**config.mk**
```make
export PLATFORM = sky130hd
export DESIGN_NAME = lsu_apb_master_flat
export DESIGN_NICKNAME = d
export VERILOG_FILES = /design/src/rtl/lsu_apb_master_if.sv /design/src/rtl/lsu_apb_master.sv /design/src/flat_wrapper.sv
export SDC_FILE = /design/constraint.sdc
export NUM_CORES = 1
export LEC_CHECK = 0
export ABC_AREA = 1
export CORE_MARGIN = 2
export CORE_UTILIZATION = 48
export CTS_BUF_LIST = sky130_fd_sc_hd__clkbuf_4
export CTS_CLUSTER_DIAMETER = 100
export DETAILED_ROUTE_END_ITERATION = 12
export PLACE_DENSITY_LB_ADDON = 0.1
export SYNTH_ARGS = -nofsm -noshare
export SYNTH_HDL_FRONTEND = slang
export SYNTH_SLANG_ARGS = --single-unit
```
**constraint.sdc**
```tcl
create_clock -name i_clk -period 5.45 [get_ports i_clk]
set_input_delay 0.8175 -clock i_clk [delete_from_list [all_inputs] [get_ports i_clk]]
set_output_delay 0.8175 -clock i_clk [all_outputs]
set_load 0.05 [all_outputs]
```
**src/rtl/lsu_apb_master_if.sv**
```systemverilog
// LSU request and APB initiator signal bundle for lsu_apb_master.
interface lsu_apb_master_if;
    logic        i_req;
    logic [31:0] i_addr;
    logic [31:0] i_wdata;
    logic [3:0]  i_bmask;
    logic        i_wren;
    logic [31:0] o_rdata;
    logic        o_done;
    logic        o_err;
    logic        o_busy;
    logic [31:0] o_paddr;
    logic        o_psel;
    logic        o_penable;
    logic        o_pwrite;
    logic [31:0] o_pwdata;
    logic [3:0]  o_pstrb;
    logic [31:0] i_prdata;
    logic        i_pready;
    logic        i_pslverr;

    modport master (
        input  i_req, i_addr, i_wdata, i_bmask, i_wren, i_prdata, i_pready, i_pslverr,
        output o_rdata, o_done, o_err, o_busy, o_paddr, o_psel, o_penable, o_pwrite,
               o_pwdata, o_pstrb
    );

    modport slave (
        output i_req, i_addr, i_wdata, i_bmask, i_wren, i_prdata, i_pready, i_pslverr,
        input  o_rdata, o_done, o_err, o_busy, o_paddr, o_psel, o_penable, o_pwrite,
               o_pwdata, o_pstrb
    );
endinterface

```
**src/rtl/lsu_apb_master.sv**
```systemverilog
// LSU-to-APB initiator bridge: one byte/half/word load or store per transfer.
// Optional ACCESS-phase timeout enabled by defining APB_TIMEOUT_EN.
module lsu_apb_master #(
    parameter int unsigned TIMEOUT_CYCLES = 255
) (
    input  logic              i_clk,
    input  logic              i_reset_n,
    lsu_apb_master_if.master  bus
);
    localparam logic [1:0] S_IDLE   = 2'd0;
    localparam logic [1:0] S_SETUP  = 2'd1;
    localparam logic [1:0] S_ACCESS = 2'd2;
    localparam logic [1:0] S_RESP   = 2'd3;

    logic [1:0]  state_q, state_d;
    logic [31:0] paddr_q, paddr_d;
    logic        psel_q, psel_d;
    logic        penable_q, penable_d;
    logic        pwrite_q, pwrite_d;
    logic [31:0] pwdata_q, pwdata_d;
    logic [3:0]  pstrb_q, pstrb_d;
    logic [31:0] rdata_q, rdata_d;
    logic        done_q, done_d;
    logic        err_q, err_d;
    logic        busy_q, busy_d;
    logic [3:0]  op_q, op_d;
    logic [1:0]  off_q, off_d;

    logic        illegal_c, misalign_c, reject_c, timeout_c;
    logic [31:0] st_data_c;
    logic [3:0]  st_strb_c;
    logic [31:0] ld_shift_c, ld_data_c;
    logic [15:0] ld_half_c;

`ifdef APB_TIMEOUT_EN
    localparam int unsigned CNT_W = ($clog2(TIMEOUT_CYCLES + 1) > 8) ?
                                    $clog2(TIMEOUT_CYCLES + 1) : 8;
    logic [CNT_W-1:0] cnt_q, cnt_d;
    assign timeout_c = (cnt_q == CNT_W'(TIMEOUT_CYCLES - 1));
`else
    localparam int unsigned unused_timeout_cycles = TIMEOUT_CYCLES;
    assign timeout_c = 1'b0;
`endif

    // Request decode: legality, alignment and store lane placement
    always_comb begin
        illegal_c  = 1'b0;
        misalign_c = 1'b0;
        st_data_c  = 32'h0;
        st_strb_c  = 4'b0000;
        case (bus.i_bmask)
            4'b0000, 4'b0001: ;
            4'b0010, 4'b0011: misalign_c = bus.i_addr[0];
            4'b0100:          misalign_c = (bus.i_addr[1:0] != 2'b00);
            4'b1000: begin
                st_data_c = {4{bus.i_wdata[7:0]}};
                st_strb_c = 4'b0001 << bus.i_addr[1:0];
            end
            4'b1001: begin
                misalign_c = bus.i_addr[0];
                st_data_c  = {2{bus.i_wdata[15:0]}};
                st_strb_c  = bus.i_addr[1] ? 4'b1100 : 4'b0011;
            end
            4'b1010: begin
                misalign_c = (bus.i_addr[1:0] != 2'b00);
                st_data_c  = bus.i_wdata;
                st_strb_c  = 4'b1111;
            end
            default: illegal_c = 1'b1;
        endcase
        reject_c = illegal_c | misalign_c | (bus.i_wren != bus.i_bmask[3]);
    end

    // Load lane extraction and extension from the latched op/offset
    always_comb begin
        ld_shift_c = bus.i_prdata >> {off_q, 3'b000};
        ld_half_c  = off_q[1] ? bus.i_prdata[31:16] : bus.i_prdata[15:0];
        case (op_q)
            4'b0000: ld_data_c = {{24{ld_shift_c[7]}}, ld_shift_c[7:0]};
            4'b0001: ld_data_c = {24'h0, ld_shift_c[7:0]};
            4'b0010: ld_data_c = {{16{ld_half_c[15]}}, ld_half_c};
            4'b0011: ld_data_c = {16'h0, ld_half_c};
            default: ld_data_c = bus.i_prdata;
        endcase
    end

    always_comb begin
        state_d   = state_q;
        paddr_d   = paddr_q;
        psel_d    = psel_q;
        penable_d = penable_q;
        pwrite_d  = pwrite_q;
        pwdata_d  = pwdata_q;
        pstrb_d   = pstrb_q;
        rdata_d   = rdata_q;
        done_d    = 1'b0;
        err_d     = 1'b0;
        op_d      = op_q;
        off_d     = off_q;
`ifdef APB_TIMEOUT_EN
        cnt_d     = cnt_q;
`endif
        case (state_q)
            S_IDLE: begin
                if (bus.i_req) begin
                    if (reject_c) begin
                        state_d = S_RESP;
                        done_d  = 1'b1;
                        err_d   = 1'b1;
                        rdata_d = 32'h0;
                    end else begin
                        state_d   = S_SETUP;
                        psel_d    = 1'b1;
                        penable_d = 1'b0;
                        paddr_d   = {bus.i_addr[31:2], 2'b00};
                        pwrite_d  = bus.i_wren;
                        pwdata_d  = st_data_c;
                        pstrb_d   = st_strb_c;
                        op_d      = bus.i_bmask;
                        off_d     = bus.i_addr[1:0];
                    end
                end
            end
            S_SETUP: begin
                state_d   = S_ACCESS;
                penable_d = 1'b1;
`ifdef APB_TIMEOUT_EN
                cnt_d     = '0;
`endif
            end
            S_ACCESS: begin
                if (bus.i_pready) begin
                    state_d   = S_RESP;
                    psel_d    = 1'b0;
                    penable_d = 1'b0;
                    done_d    = 1'b1;
                    err_d     = bus.i_pslverr;
                    rdata_d   = (bus.i_pslverr || pwrite_q) ? 32'h0 : ld_data_c;
                end else if (timeout_c) begin
                    state_d   = S_RESP;
                    psel_d    = 1'b0;
                    penable_d = 1'b0;
                    done_d    = 1'b1;
                    err_d     = 1'b1;
                    rdata_d   = 32'h0;
                end else begin
`ifdef APB_TIMEOUT_EN
                    cnt_d = cnt_q + 1'b1;
`endif
                end
            end
            default: state_d = S_IDLE;
        endcase
        busy_d = (state_d != S_IDLE);
    end

    always_ff @(posedge i_clk) begin
        if (!i_reset_n) begin
            state_q   <= S_IDLE;
            paddr_q   <= 32'h0;
            psel_q    <= 1'b0;
            penable_q <= 1'b0;
            pwrite_q  <= 1'b0;
            pwdata_q  <= 32'h0;
            pstrb_q   <= 4'b0000;
            rdata_q   <= 32'h0;
            done_q    <= 1'b0;
            err_q     <= 1'b0;
            busy_q    <= 1'b0;
            op_q      <= 4'b0000;
            off_q     <= 2'b00;
`ifdef APB_TIMEOUT_EN
            cnt_q     <= '0;
`endif
        end else begin
            state_q   <= state_d;
            paddr_q   <= paddr_d;
            psel_q    <= psel_d;
            penable_q <= penable_d;
            pwrite_q  <= pwrite_d;
            pwdata_q  <= pwdata_d;
            pstrb_q   <= pstrb_d;
            rdata_q   <= rdata_d;
            done_q    <= done_d;
            err_q     <= err_d;
            busy_q    <= busy_d;
            op_q      <= op_d;
            off_q     <= off_d;
`ifdef APB_TIMEOUT_EN
            cnt_q     <= cnt_d;
`endif
        end
    end

    assign bus.o_paddr   = paddr_q;
    assign bus.o_psel    = psel_q;
    assign bus.o_penable = penable_q;
    assign bus.o_pwrite  = pwrite_q;
    assign bus.o_pwdata  = pwdata_q;
    assign bus.o_pstrb   = pstrb_q;
    assign bus.o_rdata   = rdata_q;
    assign bus.o_done    = done_q;
    assign bus.o_err     = err_q;
    assign bus.o_busy    = busy_q;
endmodule

```
**src/flat_wrapper.sv**
```systemverilog
// flat-port wrapper written by rule: the top's interface ports become plain ports
module lsu_apb_master_flat 
#(
    parameter int unsigned TIMEOUT_CYCLES = 255
)
  (i_clk, i_reset_n, bus_i_req, bus_i_addr, bus_i_wdata, bus_i_bmask, bus_i_wren, bus_i_prdata, bus_i_pready, bus_i_pslverr, bus_o_rdata, bus_o_done, bus_o_err, bus_o_busy, bus_o_paddr, bus_o_psel, bus_o_penable, bus_o_pwrite, bus_o_pwdata, bus_o_pstrb);
  lsu_apb_master_if bus_i ();
  input  logic i_clk;
  input  logic i_reset_n;
  input wire logic [$bits(bus_i.i_req)-1:0] bus_i_req;
  input wire logic [$bits(bus_i.i_addr)-1:0] bus_i_addr;
  input wire logic [$bits(bus_i.i_wdata)-1:0] bus_i_wdata;
  input wire logic [$bits(bus_i.i_bmask)-1:0] bus_i_bmask;
  input wire logic [$bits(bus_i.i_wren)-1:0] bus_i_wren;
  input wire logic [$bits(bus_i.i_prdata)-1:0] bus_i_prdata;
  input wire logic [$bits(bus_i.i_pready)-1:0] bus_i_pready;
  input wire logic [$bits(bus_i.i_pslverr)-1:0] bus_i_pslverr;
  output wire logic [$bits(bus_i.o_rdata)-1:0] bus_o_rdata;
  output wire logic [$bits(bus_i.o_done)-1:0] bus_o_done;
  output wire logic [$bits(bus_i.o_err)-1:0] bus_o_err;
  output wire logic [$bits(bus_i.o_busy)-1:0] bus_o_busy;
  output wire logic [$bits(bus_i.o_paddr)-1:0] bus_o_paddr;
  output wire logic [$bits(bus_i.o_psel)-1:0] bus_o_psel;
  output wire logic [$bits(bus_i.o_penable)-1:0] bus_o_penable;
  output wire logic [$bits(bus_i.o_pwrite)-1:0] bus_o_pwrite;
  output wire logic [$bits(bus_i.o_pwdata)-1:0] bus_o_pwdata;
  output wire logic [$bits(bus_i.o_pstrb)-1:0] bus_o_pstrb;
  assign bus_i.i_req = bus_i_req;
  assign bus_i.i_addr = bus_i_addr;
  assign bus_i.i_wdata = bus_i_wdata;
  assign bus_i.i_bmask = bus_i_bmask;
  assign bus_i.i_wren = bus_i_wren;
  assign bus_i.i_prdata = bus_i_prdata;
  assign bus_i.i_pready = bus_i_pready;
  assign bus_i.i_pslverr = bus_i_pslverr;
  assign bus_o_rdata = bus_i.o_rdata;
  assign bus_o_done = bus_i.o_done;
  assign bus_o_err = bus_i.o_err;
  assign bus_o_busy = bus_i.o_busy;
  assign bus_o_paddr = bus_i.o_paddr;
  assign bus_o_psel = bus_i.o_psel;
  assign bus_o_penable = bus_i.o_penable;
  assign bus_o_pwrite = bus_i.o_pwrite;
  assign bus_o_pwdata = bus_i.o_pwdata;
  assign bus_o_pstrb = bus_i.o_pstrb;
  lsu_apb_master #(.TIMEOUT_CYCLES(TIMEOUT_CYCLES)) u_core (.i_clk(i_clk), .i_reset_n(i_reset_n), .bus(bus_i));
endmodule
```
==> results of run 1 <==
==> registers in the layout (all words and copies together) (netlist names) <==
register / count
u_core.bus.o_pwdata: 32
u_core.bus.o_psel: 1
u_core.bus.o_penable: 1
u_core.bus.o_paddr: 30
u_core.bus.o_busy: 1
u_core.bus.o_done: 1
u_core.bus.o_err: 1
u_core.bus.o_rdata: 32
u_core.state_q: 2
u_core.op_q: 4
u_core.bus.o_pstrb: 4
u_core.bus.o_pwrite: 1
u_core.off_q: 2
==> worst max-delay path, cell delays in order <==
cell             delay, ps
clkdlybuf4s50_1        540
inv_2                   90
nor2_4                 140
o21ai_1                120
nand2_1                120
nand3_1                100
nor2_2                 160
nand3_4                670
buf_4                  540
nand2_1                110
nand2_1                 60
nor2_1                 110
==> per-stage QoR <==
step | power [mW] | instances
final | 3.16 | 1366
after global routing | 3.38 | 1366
after CTS | 3.18 | 1366
after detailed placement | 2.74 | 1350
after global placement | 2.73 | 1350
after floorplan | 2.26 | 1023
==> Yosys cell counts <==
master    number  area [um^2]
o22ai_1        6         37.5
conb_1         1         3.75
ha_1           4         50.1
nor2_1       212          796
xor2_1         1         8.76
dfxtp_1      112         2240
clkbuf_1      38          143
nand2_2        2         12.5
nand3_1       46          230
clkinv_1       1         3.75
o211ai_1       7         52.6
buf_4          5         37.5
inv_1        155          582
nor3b_1        1         7.51
o21ai_1        2         10.0
o21ai_0       19         95.1
buf_2         15         75.1
nand3_2        2         20.0
inv_2          2         7.51
o21bai_1       1         7.51
nor2_2         1         6.26
nor2_4         1         11.3
nand2_1      283         1060
o21a_1         1         7.51
nand4_1       30          188
buf_6          4         45.0
nand3b_1       3         22.5
a21oi_1       66          330
nor3_1         1         5.00
==> per-layer routing <==
metal / up-vias / GRT usage
li1: 3442 / -
met1: 2810 / 0.313
met2: 235 / 0.402
met3: 35 / 0.0695
met4: 0 / 0.104
met5: - / 0
==> power by group <==
| part | total [mW] | leakage [nW] | internal (mW) | switching (mW) |
|---|---|---|---|---|
| Sequential | 1.04 | 0.914 | 0.962 | 0.0757 |
| Clock | 0.438 | 0.0799 | 0.148 | 0.290 |
| Combinational | 1.69 | 2.98 | 0.578 | 1.11 |
| Total | 3.16 | 3.97 | 1.69 | 1.48 |
==> logic make-up after synthesis <==
kind of cell             after synthesis
AND/OR/NAND/NOR                      582
AO/OA/AOI/OAI                        102
XOR/XNOR                               1
other                                  1
buffers and inverters                220
adder cells (fa/ha/maj)                4
flip-flops                           112
==> path summary, 6_finish.rpt <==
kind | slack (ps) | end | depth (start not counted) | from
max | 2290 | u_core.bus.o_paddr[10] | 12 | bus_i_bmask[3]
min | 500 | u_core.bus.o_rdata[0] | 2 | u_core.bus.o_rdata[0]
max reg2reg | 2500 | u_core.bus.o_rdata[0] | 8 | u_core.op_q[1]
min reg2reg | 500 | u_core.bus.o_rdata[0] | 2 | u_core.bus.o_rdata[0]
==> final cells by class <==
class / count / share of cell area
timing repair buffer: 217 / 0.258
clock buffer: 10 / 0.00902
sequential: 112 / 0.269
inverter: 158 / 0.0712
clock inverter: 6 / 0.00811
tap: 172 / 0.0258
multi-input combinational: 691 / 0.359
==> results.toml, run 1 <==
[die]
die_y_um = 117
rows = 41
coreArea_um2 = 12500
die_area_um2 = 13600
die_width_um = 117
initial_utilization = 0.487
io_pins = 212

[setup_path]
cp-start-kind = "primary input"
setup.worst_path.end_class = "register"
worstSetupPathType = "primary input to register"
cp.required_ps = 5900
path_max_fanout = 79
arrival_ps = 3610

[timing]
period_needed_ps = 3160
whs_ps = 502
clock-skew-final_ps = 18.3
rsz0062_at_grt = "false"
max_freq_mhz = 317
worst_slack_ps = 2290
max-slew-margin-rel = 0.307
fin_crit_sh = 0.580
maxSlewViolCount = 0
setup_tns_ps = 0
finalHoldViolations = 0
worst_pin_slew_ps = 1040
setup_viol = 0

[final_layout]
fin_area_um2 = 8330
final_cell_mix = "nand2_1 (283), nor2_1 (212), clkdlybuf4s50_1 (208), inv_1 (155), dfxtp_1 (112)"
drive_gt1_frac = 0.0276
area_delta_synth_final_pct = 36.5
fin_nets = 1299
multi_input_area_um2 = 2990
final_util = 0.665
regArea_um2 = 2240
final_common_cell = "nand2_1"
antennaDiodeCount = 0
n_fill_cell = 1252

[logic_synthesis]
ys_ff_latch = 112
synthAdderAreaFrac = 0.00821
synthXorXnorAreaFrac = 0.00144
synth_top_family_by_area = "simple AND/OR/NAND/NOR gates"
yosysSeqAreaShare = 0.368
ys_types = 29
synth.cell_area_um2 = 6100
syn_area_per_cell_um2 = 5.97
synth_mux_area_frac = 0
synth_cells = 1022
yosys.area_share.simple = 0.387
ys_warn_count = 0
synth_compound_gate_area_share = 0.0886

[worst_hold_path]
min_path_type = "register to register"

[placement]
place_congestion = 0.885
port_buffers = 209
place_area_um2 = 8180
dp_hpwl_um = 12200
pre_cts_slack_ps = 1800

[detailed_routing]
via_per_inst = 4.77
met3WireLength_um = 1490
wl_met1_um = 7430
ant_nets = 0
via_count = 6522
first_pass_iters = 5
wire_per_inst_um = 12.6
drc = 0
highest_layer = "met4"
dr_wl_met2_um = 7830
drt_first_iter_violations = 444
routed_wl_um = 17200

[grt]
grt_use_total = 0.249
grt_pass1_wl_um = 26900
antenna_found_initial = 0
grt_max_degree = 92
first_global_vias = 5715
overflow = 0

[outcome]
status = "complete, no violations"

[pwr]
cellPowerDensity_nw_per_um2 = 380
ir_drop_uv = 223
leakage_nw = 3.97

[clock_network]
cts_setup_buffers = 0
cts_buffers = 9
clk_pin_slew_ps = 170
h-tree-depth = 3
cts_buffer_depth = 2
clkLatencyLatePin_ps = 490
clock-sinks = 112
cts_tree = "built"
holdBufCountCts = 0
cts.repair.resized = 0
root_buffer = "clkbuf_4"

[job]
cap_violations = 0
(Power assumes the default switching activity.)
==> run 2, diff against run 1 <==
CORE_UTILIZATION = 47   (was 48)
clock period = 3.1 ns   (was 5.45 ns; I/O delays follow)
==> results.toml, run 2 (synthesis results as in run 1) <==
[outcome]
status = "complete, no violations"

[setup_path]
path_max_fanout = 16
arrival_ps = 2900
critical_path.max_stage_delay_ps = 750
critical-path-top-cell-by-count = "nand2_1"
worstSetupPathType = "register to register"
crit_family = "simple AND/OR/NAND/NOR gates"
crit_path_cell_trace = "nor2_1, nand2_1, o21ai_0, nand2_1, nand3_2, nand2_1, nand3_1, nand2_1, nor2_1"
crit_buf_inv = 0
cp-start-kind = "register"
cpMaxStageDelayCell = "nor2_1"
cp.required_ps = 3550
setup.worst_path.end_class = "register"

[clock_network]
root_buffer = "clkbuf_4"
cts_tree = "built"
clkLatencyLatePin_ps = 510
cts_setup_buffers = 0
cts.repair.resized = 0
cts_buffer_depth = 2
clock-sinks = 112
clk_pin_slew_ps = 170
holdBufCountCts = 0
h-tree-depth = 3
cts_buffers = 9

[detailed_routing]
first_pass_iters = 5
routed_wl_um = 17400
via_per_inst = 4.79
ant_nets = 0
wire_per_inst_um = 12.6
drt_first_iter_violations = 547
via_count = 6588
drc = 0

[die]
io_pins = 212
coreArea_um2 = 12700
die_width_um = 118
rows = 41
die_y_um = 118
initial_utilization = 0.481
die_area_um2 = 13900

[timing]
clock-skew-final_ps = 23.7
worst_slack_ps = 647
max-slew-margin-rel = 0.336
rsz0062_at_grt = "false"
worst_pin_slew_ps = 996
maxSlewViolCount = 0
setup_tns_ps = 0
max_freq_mhz = 408
fin_crit_sh = 0.791
period_needed_ps = 2450
finalHoldViolations = 0
setup_viol = 0
whs_ps = 501

[final_layout]
fin_nets = 1307
area_delta_synth_final_pct = 37.9
final_cell_mix = "nand2_1 (283), nor2_1 (212), clkdlybuf4s50_1 (208), inv_1 (155), dfxtp_1 (112)"
final_common_cell = "nand2_1"
drive_gt1_frac = 0.0341
stdcell_count = 1374

[placement]
port_buffers = 209
dp_cells = 1358
dp_hpwl_um = 12300
pre_cts_slack_ps = 517
place_congestion = 0.906

[worst_hold_path]
min_path_type = "register to register"

[pwr]
power.total_mw = 5.55
leakage_nw = 4.01
ir_drop_uv = 302
cellPowerDensity_nw_per_um2 = 660

[grt]
overflow = 0
grt_max_degree = 92
grt_pass1_wl_um = 28900
antenna_found_initial = 2
grt_use_total = 0.251
first_global_vias = 6098

[job]
cap_violations = 0
-- run 2: changes by cell type in the layout (fill, tap and decap cells not counted), sizes merged --
cell,delta
clkinvlp,+1
clkbuf,+1
clkinv,-2
diode,+1
bufinv,-1
buf,+8
-- run 2: worst register-to-register path: stages, from the launching register on --
cell     delay (ps)
dfxtp_1         460
nor2_1          760
nand2_1         150
o21ai_0         110
nand2_1         240
nand3_2         330
nand2_1         100
nand3_1         100
nand2_1          50
nor2_1          120
-- run 2: through the flow --
| stage | cell area [um^2] | utilization |
|---|---|---|
| 2_1_floorplan | 6100 | - |
| 3_3_place_gp | 8290 | 0.655 |
| 3_5_place_dp | 8290 | 0.655 |
| 4_1_cts | 8410 | 0.663 |
| 5_1_grt | 8410 | 0.664 |
| 6_report | 8410 | 0.664 |
-- run 2: where the power goes --
part / internal [mW] / switching, mW / leakage [nW] / total (mW)
registers: 1.69 / 0.131 / 0.914 / 1.82
logic: 1.07 / 1.97 / 3.04 / 3.04
clock network: 0.182 / 0.504 / 0.0633 / 0.686
total: 2.95 / 2.61 / 4.01 / 5.55
-- run 2: final timing paths --
path,startpoint,end,slack (ps),depth (start not counted)
worst max-delay path,u_core.op_q[1],u_core.bus.o_rdata[17],650,9
worst min-delay path,u_core.bus.o_rdata[26],u_core.bus.o_rdata[26],500,2
worst max register to register,u_core.op_q[1],u_core.bus.o_rdata[17],650,9
worst min register to register,u_core.bus.o_rdata[26],u_core.bus.o_rdata[26],500,2
-- run 2: layer usage --
metal | track usage | part of all wire
met5 | 0 | 0.00075
met4 | 0.0768 | 0.016
met3 | 0.0770 | 0.084
met2 | 0.402 | 0.46
met1 | 0.324 | 0.44
-- run 2: final cells by class --
cell class	instances	area [um^2]
diodes	1	2.50
clock buffers	11	82.6
clock inverters	4	30.0
fillers	1258	4260
inverters	158	593
multi-input cells	691	2990
flip-flops and latches	112	2240
well taps	172	215
repair buffers	225	2260
